--- src/rtl/arith_pkg.sv ---
// Shared definitions for the modular adder/subtractor datapath stages.
package arith_pkg;

  // Default operand width and number of candidate operand pairs.
  localparam int unsigned DefWidth  = 4;
  localparam int unsigned DefNumSrc = 2;
  localparam int unsigned DefSelW   = $clog2(DefNumSrc);

  // Payload handed from the operand-select stage to the adder stage.
  typedef struct packed {
    logic [DefWidth-1:0] a;
    logic [DefWidth-1:0] b;
    logic [DefSelW-1:0]  src;
    logic                err;
  } stage_payload_t;

  // True when a select value addresses an existing candidate slot.
  function automatic logic sel_in_range(input int unsigned sel, input int unsigned num_src);
    return sel < num_src;
  endfunction

endpackage

--- src/rtl/operand_mux_n.sv ---
// Combinational NUM_SRC:1 slot selector with out-of-range flag.
module operand_mux_n import arith_pkg::*; #(
  parameter int unsigned WIDTH   = DefWidth,
  parameter int unsigned NUM_SRC = DefNumSrc,
  parameter int unsigned SEL_W   = $clog2(NUM_SRC)
) (
  input  logic [NUM_SRC*WIDTH-1:0] data,
  input  logic [SEL_W-1:0]         sel,
  output logic [WIDTH-1:0]         y,
  output logic                     err
);

  logic [31:0] sel_ext;

  assign sel_ext = 32'(sel);

  // Pick the addressed slot; unaddressable selects yield zero and raise err.
  always_comb begin
    y   = '0;
    err = !sel_in_range(sel_ext, NUM_SRC);
    for (int unsigned k = 0; k < NUM_SRC; k++) begin
      if (sel_ext == k) begin
        y = data[k*WIDTH +: WIDTH];
      end
    end
  end

endmodule

--- src/rtl/operand_select_stage.sv ---
// Registered operand select stage: NUM_SRC:1 pair mux, optional swap,
// and a 2-entry skid buffer so in_ready never depends on out_ready.
module operand_select_stage import arith_pkg::*; #(
  parameter int unsigned WIDTH   = DefWidth,
  parameter int unsigned NUM_SRC = DefNumSrc,
  parameter int unsigned SEL_W   = $clog2(NUM_SRC)
) (
  input  logic                     clk,
  input  logic                     rst,
  input  logic                     in_valid,
  output logic                     in_ready,
  input  logic [SEL_W-1:0]         in_sel,
  input  logic                     in_swap,
  input  logic [NUM_SRC*WIDTH-1:0] in_a,
  input  logic [NUM_SRC*WIDTH-1:0] in_b,
  output logic                     out_valid,
  input  logic                     out_ready,
  output logic [WIDTH-1:0]         out_a,
  output logic [WIDTH-1:0]         out_b,
  output logic [SEL_W-1:0]         out_src,
  output logic                     out_err
);

  typedef struct packed {
    logic [WIDTH-1:0] a;
    logic [WIDTH-1:0] b;
    logic [SEL_W-1:0] src;
    logic             err;
  } payload_t;

  // Encoding is {M.valid, S.valid} so the valid bits fall straight out of the state.
  typedef enum logic [1:0] {
    StEmpty = 2'b00,
    StOne   = 2'b10,
    StFull  = 2'b11
  } state_e;

  state_e   state_q, state_d;
  payload_t m_q, m_d;
  payload_t s_q, s_d;
  payload_t new_pl;

  logic [WIDTH-1:0] a_slot, b_slot;
  logic             a_err, b_err;
  logic             accept, emit;

  operand_mux_n #(
    .WIDTH   (WIDTH),
    .NUM_SRC (NUM_SRC),
    .SEL_W   (SEL_W)
  ) u_mux_a (
    .data (in_a),
    .sel  (in_sel),
    .y    (a_slot),
    .err  (a_err)
  );

  operand_mux_n #(
    .WIDTH   (WIDTH),
    .NUM_SRC (NUM_SRC),
    .SEL_W   (SEL_W)
  ) u_mux_b (
    .data (in_b),
    .sel  (in_sel),
    .y    (b_slot),
    .err  (b_err)
  );

  // Form the incoming payload: swap after selection, zeroed operands on a bad select.
  always_comb begin
    new_pl     = '0;
    new_pl.src = in_sel;
    new_pl.err = a_err | b_err;
    if (a_err | b_err) begin
      new_pl.a = '0;
      new_pl.b = '0;
    end else if (in_swap) begin
      new_pl.a = b_slot;
      new_pl.b = a_slot;
    end else begin
      new_pl.a = a_slot;
      new_pl.b = b_slot;
    end
  end

  assign in_ready  = !state_q[0];
  assign out_valid = state_q[1];
  assign accept    = in_valid && in_ready;
  assign emit      = out_valid && out_ready;

  // Next-state and register-load decisions; registers only load on a handshake,
  // so data/sel inputs are never captured while in_valid is low.
  always_comb begin
    state_d = state_q;
    m_d     = m_q;
    s_d     = s_q;
    unique case (state_q)
      StEmpty: begin
        if (accept) begin
          m_d     = new_pl;
          state_d = StOne;
        end
      end
      StOne: begin
        if (accept && emit) begin
          m_d = new_pl;
        end else if (accept) begin
          s_d     = new_pl;
          state_d = StFull;
        end else if (emit) begin
          state_d = StEmpty;
        end
      end
      StFull: begin
        if (emit) begin
          m_d     = s_q;
          s_d     = '0;
          state_d = StOne;
        end
      end
      default: begin
        state_d = StEmpty;
      end
    endcase
  end

  // State and payload registers with asynchronous reset.
  always_ff @(posedge clk or posedge rst) begin
    if (rst) begin
      state_q <= StEmpty;
      m_q     <= '0;
      s_q     <= '0;
    end else begin
      state_q <= state_d;
      m_q     <= m_d;
      s_q     <= s_d;
    end
  end

  assign out_a   = m_q.a;
  assign out_b   = m_q.b;
  assign out_src = m_q.src;
  assign out_err = m_q.err;

endmodule

--- config.mk ---
export PLATFORM = sky130hd
export DESIGN_NAME = operand_select_stage
export DESIGN_NICKNAME = d
export VERILOG_FILES = /design/src/rtl/arith_pkg.sv /design/src/rtl/operand_mux_n.sv /design/src/rtl/operand_select_stage.sv
export SDC_FILE = /design/constraint.sdc
export NUM_CORES = 1
export LEC_CHECK = 0
export CAP_MARGIN = 20
export CORE_MARGIN = 2
export CORE_UTILIZATION = 30
export CTS_BUF_LIST = sky130_fd_sc_hd__clkbuf_8
export DETAILED_ROUTE_END_ITERATION = 10
export PLACE_DENSITY = 0.61
export SKIP_LAST_GASP = 1
export SLEW_MARGIN = 30
export SYNTH_ARGS = -nofsm -noshare
export SYNTH_HDL_FRONTEND = slang
export SYNTH_HIERARCHICAL = 1
export SYNTH_SLANG_ARGS = --single-unit
--- constraint.sdc ---
create_clock -name clk -period 2 [get_ports clk]
set_clock_uncertainty 0.2 [all_clocks]
set_input_delay 0.4 -clock clk [delete_from_list [all_inputs] [get_ports clk]]
set_output_delay 0.4 -clock clk [all_outputs]
set_load 0.02 [all_outputs]
# Word-level counts from Yosys, hierarchy flattened
# Index checks and enable logic that the tools add are counted.
[classes] n_lt_le_gt_ge=1 eq_ne=8 muxes=19 n_reduce_logical=12
[op_table] cell="$mux 10" n=5
[op_table] cell="$logic_not 32->1" n=1
[op_table] cell="$pmux 10 s3" n=1
[op_table] cell="$pmux 10 s2" n=1
[op_table] cell="$mux 4" n=4
[op_table] cell="$mux 8" n=2
[op_table] cell="$reduce_and 4->1" n=3
[op_table] cell="$mux 2" n=5
[op_table] cell="$ne 2x2->1 const B" n=5
[op_table] cell="$pmux 2 s3" n=1
[op_table] cell="$eq 2x2->1 const B" n=2
[op_table] cell="$logic_and 1x1->1" n=3
[op_table] cell="$ne 3x3->1 const B" n=1
[op_table] cell="$reduce_bool 3->1" n=1
[op_table] cell="$logic_not 1->1" n=2
[op_table] cell="$logic_not 2->1" n=1
[op_table] cell="$lt 1x2->1 const B" n=1
[op_table] cell="$reduce_bool 2->1" n=1
[word_totals] regBits=22 inputBits=22 out_inout_bits=12 wordCells=49

# Depth between registers and ports, before layout
# Gate-level depths: netlist of the first run.
[logic_depth] depth_word=8 mapped_depth=7

# By module
# The synthesis of the first run kept the hierarchy.
[by_module_without_submodules] mod="operand_select_stage" instances=1 cells_each=121 area_each_um2=1218.7 seq_area_each_um2=550.5
[by_module_without_submodules] mod="operand_mux_n" instances=2 cells_each=6 area_each_um2=56.3 seq_area_each_um2=0.0

# Least setup slack after synthesis of the first run
# No wires, ideal clock.
[synth_timing] path_type="register to register" from="reg state_q[0]" to="reg s_q[2] (netlist name)" setup_time_ns=0.125 t_arrival_ns=1.817 required_time_ns=1.675 setup_slack_ns=-0.142 path_stages_with_launch=7 n_path_buf=1 period_less_slack_ns=2.142 path_cell_list="dfrtp_1 inv_1 ha_1 mux2_4 and3_4 buf_6 mux2_4"
[synth_between] elab_chain_cells=5 elab_cells_between_ends=11 cone_classes="eq/ne (5); mux (1); reduce/logical (5)"
[synth_rtl] element="from (decl)" line="operand_select_stage.sv:38" source="state_e state_q, state_d;"
[synth_rtl] element="from (signal assigned)" line="operand_select_stage.sv:130" source="state_q <= StEmpty;"
[synth_rtl] element="from (signal assigned)" line="operand_select_stage.sv:134" source="state_q <= state_d;"
[synth_rtl] element="$logic_not 1->1 *" line="operand_select_stage.sv:86" source="assign in_ready = !state_q[0];"
[synth_rtl] element="named net in_ready" line="operand_select_stage.sv:11" source="output logic in_ready,"
[synth_rtl] element="$logic_and 1x1->1 *" line="operand_select_stage.sv:88" source="assign accept = in_valid && in_ready;"
[synth_rtl] element="$logic_and 1x1->1" line="operand_select_stage.sv:105" source="if (accept && emit) begin"
[synth_rtl] element="$ne 2x2->1 (no line)"
[synth_rtl] element="$reduce_and 4->1 (no line) *"
[synth_rtl] element="to (signal assigned)" line="operand_select_stage.sv:132" source="s_q <= '0;"
[synth_rtl] element="to (signal assigned)" line="operand_select_stage.sv:136" source="s_q <= s_d;"
[synth_rtl] element="to (decl)" line="operand_select_stage.sv:40" source="payload_t s_q, s_d;"
# Mark *: on every way through the listed nets, which the timed path passes. The rest lies on a longest branch.
# A chain may end at the register's enable or synchronous reset.

# Worst setup path after layout of the first run
[layout_timing] from="in in_valid" to="reg s_q[2] (netlist name)"
[layout_between] elab_chain_cells=4 elab_cells_between_ends=5 cone_classes="eq/ne (2); reduce/logical (3)"
[layout_rtl] element="from (decl)" line="operand_select_stage.sv:10" source="input logic in_valid,"
[layout_rtl] element="$logic_and 1x1->1 *" line="operand_select_stage.sv:88"
[layout_rtl] element="$logic_and 1x1->1" line="operand_select_stage.sv:105"
[layout_rtl] element="$ne 2x2->1 (no line)"
[layout_rtl] element="$reduce_and 4->1 (no line) *"
# Mark *: on every way between the ends. The rest lies on a longest branch, timed or not.

==> flow_summary_export.csv, run 1 <==
group,metric,value,unit
setup_path,cp_common_cell,"mux2_4",
finish,drive_above_1_share,22.54,%
routing,viasPerCell,4.809,
yosys,synthCells,133,
setup_path,crit_path_start_kind,"primary input",
yosys,async_flop_share,100.0,%
yosys,ys_ff_latch,22,
yosys,avgSynthCellArea,10.01,µm²
sta,setup_violations,0,
global_routing,grt_pass1_wl,4974,µm
finish,diodes,0,
finish,nets,201,
status,status,"completed",
flow_run,cap_violations,0,
placed_design,placed_cell_area,0.001803,mm²
sta,grt_setup_unrepaired,"no",
pwr,p_int,1683,µW
clock_tree,hold_buffers,0,
clock_tree,clockBufferDepth,2,
pwr,switching_power,997.6,µW
clock_tree,clk_latency,0.26,ns
floorplanning,start_util,30.79,%
placed_design,dpl.cell_count,221,
pwr,swShare,37.22,%
sta,slew_viol_final,0,
global_routing,antenna_found_initial,0,
routing,vias,1082,
floorplanning,core_area,0.004324,mm²
placed_design,gp_congestion,0.8694,
global_routing,grt_max_degree,23,
setup_path,slowest_stage,"clkdlybuf4s50_1",
routing,drt.antenna.violating_nets,0,
global_routing,grt_usage,12.29,%
clock_tree,post_cts_buffers,0,
sta,max_freq,510.6,MHz
yosys,postSynthNetCount,160,
floorplanning,die_height,70.62,µm
routing,wirelength,2856,µm
placed_design,post-place-ws,-0.2428,ns
yosys,synth_warnings,6,
setup_path,cpPeakStageDelay,0.48,ns
pwr,peakVddDrop,1.044,mV
pwr,pwr-share-seq,28.7,%
finish,syn2layout_area_growth,40.98,%
floorplanning,die_w,70.62,µm
yosys,seq_area_frac_synth,41.35,%
clock_tree,ctsHtreeMaxLevel,1,
routing,dr.pass1.iters,4,
clock_tree,cts_buffers,3,
global_routing,grt_pass1_vias,1177,
pwr,combPwrFrac,55.9,%
floorplanning,ioPinCount,34,
floorplanning,rows,24,
setup_path,endpoint_kind,"flip-flop",
setup_path,crit_fanout,10,
placed_design,detailed_place_hpwl,2218,µm
setup_path,crit_path_cell_trace,"clkdlybuf4s50_1, nor2b_2, mux2_4, and3_4, mux2_4",
sta,min_period,1.959,ns
routing,drc,0,
clock_tree,cts.sink_count,22,
finish,fin_area,0.001877,mm²
yosys,synth-edff-count,0,
pwr,total_leakage_power,0.0008298,µW
routing,first_iter_violations,39,
sta,finalCritPeriodShare,97.93,%
clock_tree,cts_tree,"built",
yosys,synth_area,0.001331,mm²
clock_tree,clk_pin_slew_worst_paths,0.08,ns
sta,fin_ws,0.04142,ns
placed_design,io_buffer_count,33,
finish,fin_cells,225,
yosys,ys.flop_type,"dfrtp_1",
worst_hold_path,min_path_type,"in -> async",
setup_path,required,1.95,ns
global_routing,grt_overflow_total,0,
routing,post_drt_wl_per_cell,12.69,µm
pwr,p_per_area,1428,mW/mm²
floorplanning,die_area,0.004986,mm²
setup_path,cp.arrival,1.91,ns
pwr,power,2680,µW
yosys,synth_cell_types,30,
setup_path,worstSetupPathType,"in -> reg",
sta,hold_viol_final,0,
clock_tree,cts-root-buf,"clkbuf_8",
pwr,p_clk_share,15.4,%
finish,fillers,425,
critical path: cells and delay by family:
| family | cells | cell delay, ns |
|---|---|---|
| buf+inv | 1 | 0.48 |
| mux | 2 | 0.50 |
| simple gates | 2 | 0.52 |
sequential cells by signal, indices dropped and copies added, names as in the netlist:
signal and count:
out_err 1, out_a 4, state_q 2, s_q 10
out_b 4, out_src 1
power groups by stage:
stage / Combinational (µW) / Clock [µW] / Sequential [µW]
floorplan: 837 / 0 / 904
global placement: 1480 / 0 / 776
detailed placement: 1520 / 0 / 783
CTS: 1510 / 425 / 775
global route: 1640 / 452 / 796
finish: 1500 / 413 / 770
stage by stage:
stage	hold WS, ns	TNS [ns]	util, %
after floorplan	0.1892	0	-
after global placement	0.2922	-2.745	41.70
after detailed placement	0.2980	-3.422	41.70
after CTS	0.2756	0	43.29
after global routing	0.2959	0	43.40
final	0.2671	0	43.40
cells by family after synthesis:
group,after synthesis,synth area share (%)
simple gates,35,12.22
compound gates,28,11.94
mux,26,23.78
flops,22,41.35
buf+inv,15,5.450
fa+ha+maj,5,4.699
other cells,2,0.5641
cell type report:
class	instances	area (µm²)	share of cell area, %
Clock buffer	3	41.29	2.200
Clock inverter	1	30.03	1.600
Inverter	7	26.28	1.400
Multi-Input combinational cell	96	728.2	38.80
Sequential cell	22	550.5	29.33
Tap cell	52	65.06	3.467
Timing Repair Buffer	44	435.4	23.20
per-layer routing:
layer	vias to the layer above	part of all wire [%]	GRT usage [%]
li1	530	-	-
met1	532	42	13.32
met2	20	54	24.21
met3	0	4.4	3.561
met4	0	0	1.468
met5	-	0	0
cells in the mapped netlist (all sizes together), types with 3 or more instances:
cell / instances / area [µm²]
inv: 7 / 26.28
mux2: 18 / 236.5
nor2: 21 / 78.83
mux2i: 8 / 80.08
ha: 5 / 62.56
nand2: 3 / 11.26
nand3: 3 / 15.01
a21oi: 19 / 95.09
dfrtp: 22 / 550.5
clkbuf: 3 / 11.26
o21ai: 4 / 20.01
buf: 5 / 35.02
nand2b: 3 / 18.77
cells in the final DEF (no fill, tap or decap):
cell / count
clkdlybuf4s50_1: 31
dfrtp_1: 22
nor2_1: 21
a21oi_1: 19
mux2_4: 9
buf_4: 9
mux2i_1: 8
mux2_2: 8
inv_1: 6
nand2b_1: 3
nand3_1: 3
o21ai_0: 3
nand2_1: 3
ha_1: 3
clkbuf_8: 3
dlygate4sd2_1: 2
buf_12: 2
conb_1: 2
and2_1: 1
nor2b_2: 1
o221a_2: 1
or3_4: 1
a21boi_0: 1
o22ai_1: 1
mux2_1: 1
and3_4: 1
nor2b_1: 1
o21ai_1: 1
inv_2: 1
a32o_1: 1
o32ai_1: 1
ha_4: 1
ha_2: 1
bufinv_16: 1
repair_timing:
item,4_1_cts,5_1_grt
hold endpoints to repair,0,0
resized for setup,2,1
setup endpoints to repair,2,8
pin swaps,0,0
path summary, 6_finish.rpt:
kind | from | depth (start not counted) | slack, ns | end
worst max-delay path | in_valid | 5 | 0.04 | s_q[2]
worst min-delay path | rst | 3 | 0.27 | out_err
worst max register to register | state_q[0] | 5 | 0.08 | s_q[2]
worst min register to register | s_q[6] | 1 | 0.32 | s_q[6]
max in group asynchronous | rst | 3 | 1.10 | s_q[5]
min in group clk | s_q[6] | 1 | 0.32 | s_q[6]
(Power assumes the default switching activity.)
==> run 2: changes to the inputs <==
--- a/config.mk
+++ b/config.mk
@@ -10,7 +10,7 @@
 export CORE_UTILIZATION = 30
 export CTS_BUF_LIST = sky130_fd_sc_hd__clkbuf_8
 export DETAILED_ROUTE_END_ITERATION = 10
-export PLACE_DENSITY = 0.61
+export PLACE_DENSITY = 0.59
 export SKIP_LAST_GASP = 1
 export SLEW_MARGIN = 30
 export SYNTH_ARGS = -nofsm -noshare
==> constraint.sdc (replaced) <==
create_clock -name clk -period 2.5 [get_ports clk]
set_clock_uncertainty 0.2 [all_clocks]
set_input_delay 0.5 -clock clk [delete_from_list [all_inputs] [get_ports clk]]
set_output_delay 0.5 -clock clk [all_outputs]
set_load 0.02 [all_outputs]
==> run 2 against run 1 <==
Worst setup slack better by 0.25 ns. Die area unchanged. Count of clock-buffer cells in the layout unchanged. Global-route usage down 0.18 points. Cell count down 3.1%. Clock power is 21% lower. Final area fell by 5.1%. Combinational power shrank 27%. Core utilization decreased by 2.2 points. Sequential power shrank 21%. Critical path type unchanged. Largest cell class unchanged.
==> flow_summary_export.csv, run 2 (synthesis results as in run 1) <==
group,metric,value,unit
finish,final_common_cell,"clkdlybuf4s50_1",
sta,finalCritPeriodShare,88.17,%
pwr,total_leakage_power,0.0007870,µW
global_routing,antenna_found_initial,0,
sta,slew_viol_final,0,
setup_path,rr_endpoint,"s_q[9]",
clock_tree,clk_latency,0.26,ns
placed_design,dpl.cell_count,214,
finish,drive_above_1_share,16.87,%
sta,min_period,2.204,ns
setup_path,crit_path_cell_trace,"clkdlybuf4s50_1, mux2_2, mux2i_1, nor2_1, mux2_4",
floorplanning,rows,24,
clock_tree,clockBufferDepth,2,
setup_path,required,2.45,ns
sta,grt_setup_unrepaired,"no",
finish,fin_area,0.001782,mm²
routing,drc,0,
clock_tree,cts_buffers,3,
clock_tree,cts-root-buf,"clkbuf_8",
routing,dr.pass1.iters,4,
clock_tree,cts.sink_count,22,
routing,vias,1062,
sta,max_freq,453.7,MHz
flow_run,cap_violations,0,
global_routing,grt_pass1_vias,1123,
pwr,peakVddDrop,0.6556,mV
floorplanning,core_area,0.004324,mm²
floorplanning,start_util,30.79,%
global_routing,grt_overflow_total,0,
finish,diodes,0,
routing,post_drt_wl_per_cell,13.10,µm
setup_path,endpoint_kind,"flip-flop",
pwr,p_per_area,1143,mW/mm²
floorplanning,die_w,70.62,µm
setup_path,ff2ff_path_depth,5,
sta,fin_ws,0.2957,ns
worst_hold_path,min_from,"s_q[0]",
sta,tns,0,ns
clock_tree,clk_pin_slew_worst_paths,0.08,ns
finish,syn2layout_area_growth,33.83,%
finish,regMostFlops,"s_q",
clock_tree,ctsHtreeMaxLevel,1,
setup_path,crit_path_start_kind,"primary input",
routing,viasPerCell,4.872,
setup_path,r2r-start,"state_q[0]",
clock_tree,cts_tree,"built",
status,status,"completed",
worst_hold_path,hold_path_end,"s_q[0]",
setup_path,r2r_slack,0.41,ns
global_routing,grt_pass1_wl,4892,µm
sta,setup_violations,0,
worst_hold_path,min_path_type,"reg -> reg",
finish,nets,194,
floorplanning,die_height,70.62,µm
routing,wirelength,2856,µm
clock_tree,cts_resized,0,
placed_design,detailed_place_hpwl,2187,µm
clock_tree,hold_buffers,0,
finish,fillers,449,
finish,register_area,550.5,µm²
setup_path,worstSetupPathType,"in -> reg",
setup_path,cpPeakStageDelay,0.73,ns
floorplanning,die_area,0.004986,mm²
global_routing,grt_usage,12.12,%
routing,drt.antenna.violating_nets,0,
floorplanning,ioPinCount,34,
finish,most-common-layout-cells,"clkdlybuf4s50_1, dfrtp_1, nor2_1",
placed_design,io_buffer_count,33,
placed_design,placed_cell_area,0.001710,mm²
routing,first_iter_violations,40,
finish,fin_cells,218,
setup_path,cp.arrival,2.16,ns
placed_design,gp_congestion,0.7377,
placed_design,post-place-ws,0.007132,ns
worst_hold_path,hold_depth,2,
global_routing,grt_max_degree,23,
clock_tree,post_cts_buffers,0,
setup_path,slowest_stage,"clkdlybuf4s50_1",
setup_path,crit_fanout,9,
finish,multi_input_area,708.2,µm²
sta,hold_viol_final,0,
finish,largest_reg_flops,10,
## run 2: cell count changes in the layout (fill, tap and decap cells not counted), sizes merged
cell           change
buf                -7
clkdlybuf4s50      +2
dlygate4sd2        -2
## run 2: report_power, final
part | internal, µW | switching (µW)
registers | 518 | 93.5
clock network | 214 | 114
logic | 528 | 569
## run 2: through the flow
step	hold slack [ns]	util (%)	total power, µW
after global placement	0.2955	39.55	1688
final	0.3181	41.20	2036
after detailed placement	0.2945	39.55	1726
after floorplan	0.2723	-	1374
after CTS	0.3196	41.20	2062
after global routing	0.3378	41.20	2192
## run 2: worst max path at each step
| stage | start | to | depth (start not counted) |
|---|---|---|---|
| floorplan | state_q[0] | s_q[2] | 6 |
| global placement | in_sel | s_q[5] | 5 |
| detailed placement | in_sel | s_q[5] | 5 |
| CTS | in_sel | s_q[5] | 5 |
| global route | in_sel | s_q[5] | 5 |
| finish | in_sel | s_q[5] | 5 |
## run 2: cell type report
cell class / instances / area share [%]
Multi-Input combinational cell: 96 / 39.75
Sequential cell: 22 / 30.90
Timing Repair Buffer: 37 / 20.22
Tap cell: 52 / 3.652
Clock buffer: 3 / 2.317
Clock inverter: 1 / 1.685
Inverter: 7 / 1.475
## run 2: critical path: cells and delay by family
kind,cells,cell delay [ns]
simple gates,1,0.08
mux,3,0.84
buf+inv,1,0.73
## run 2: metal layers
layer  vias to the layer above  GRT usage (%)  routed length, µm
met4                         0          1.887                 18
met2                        21          23.27               1514
met3                         5          3.846                132
met1                       517          13.24               1191
met5                         -              0                  0
li1                        519              -                  -
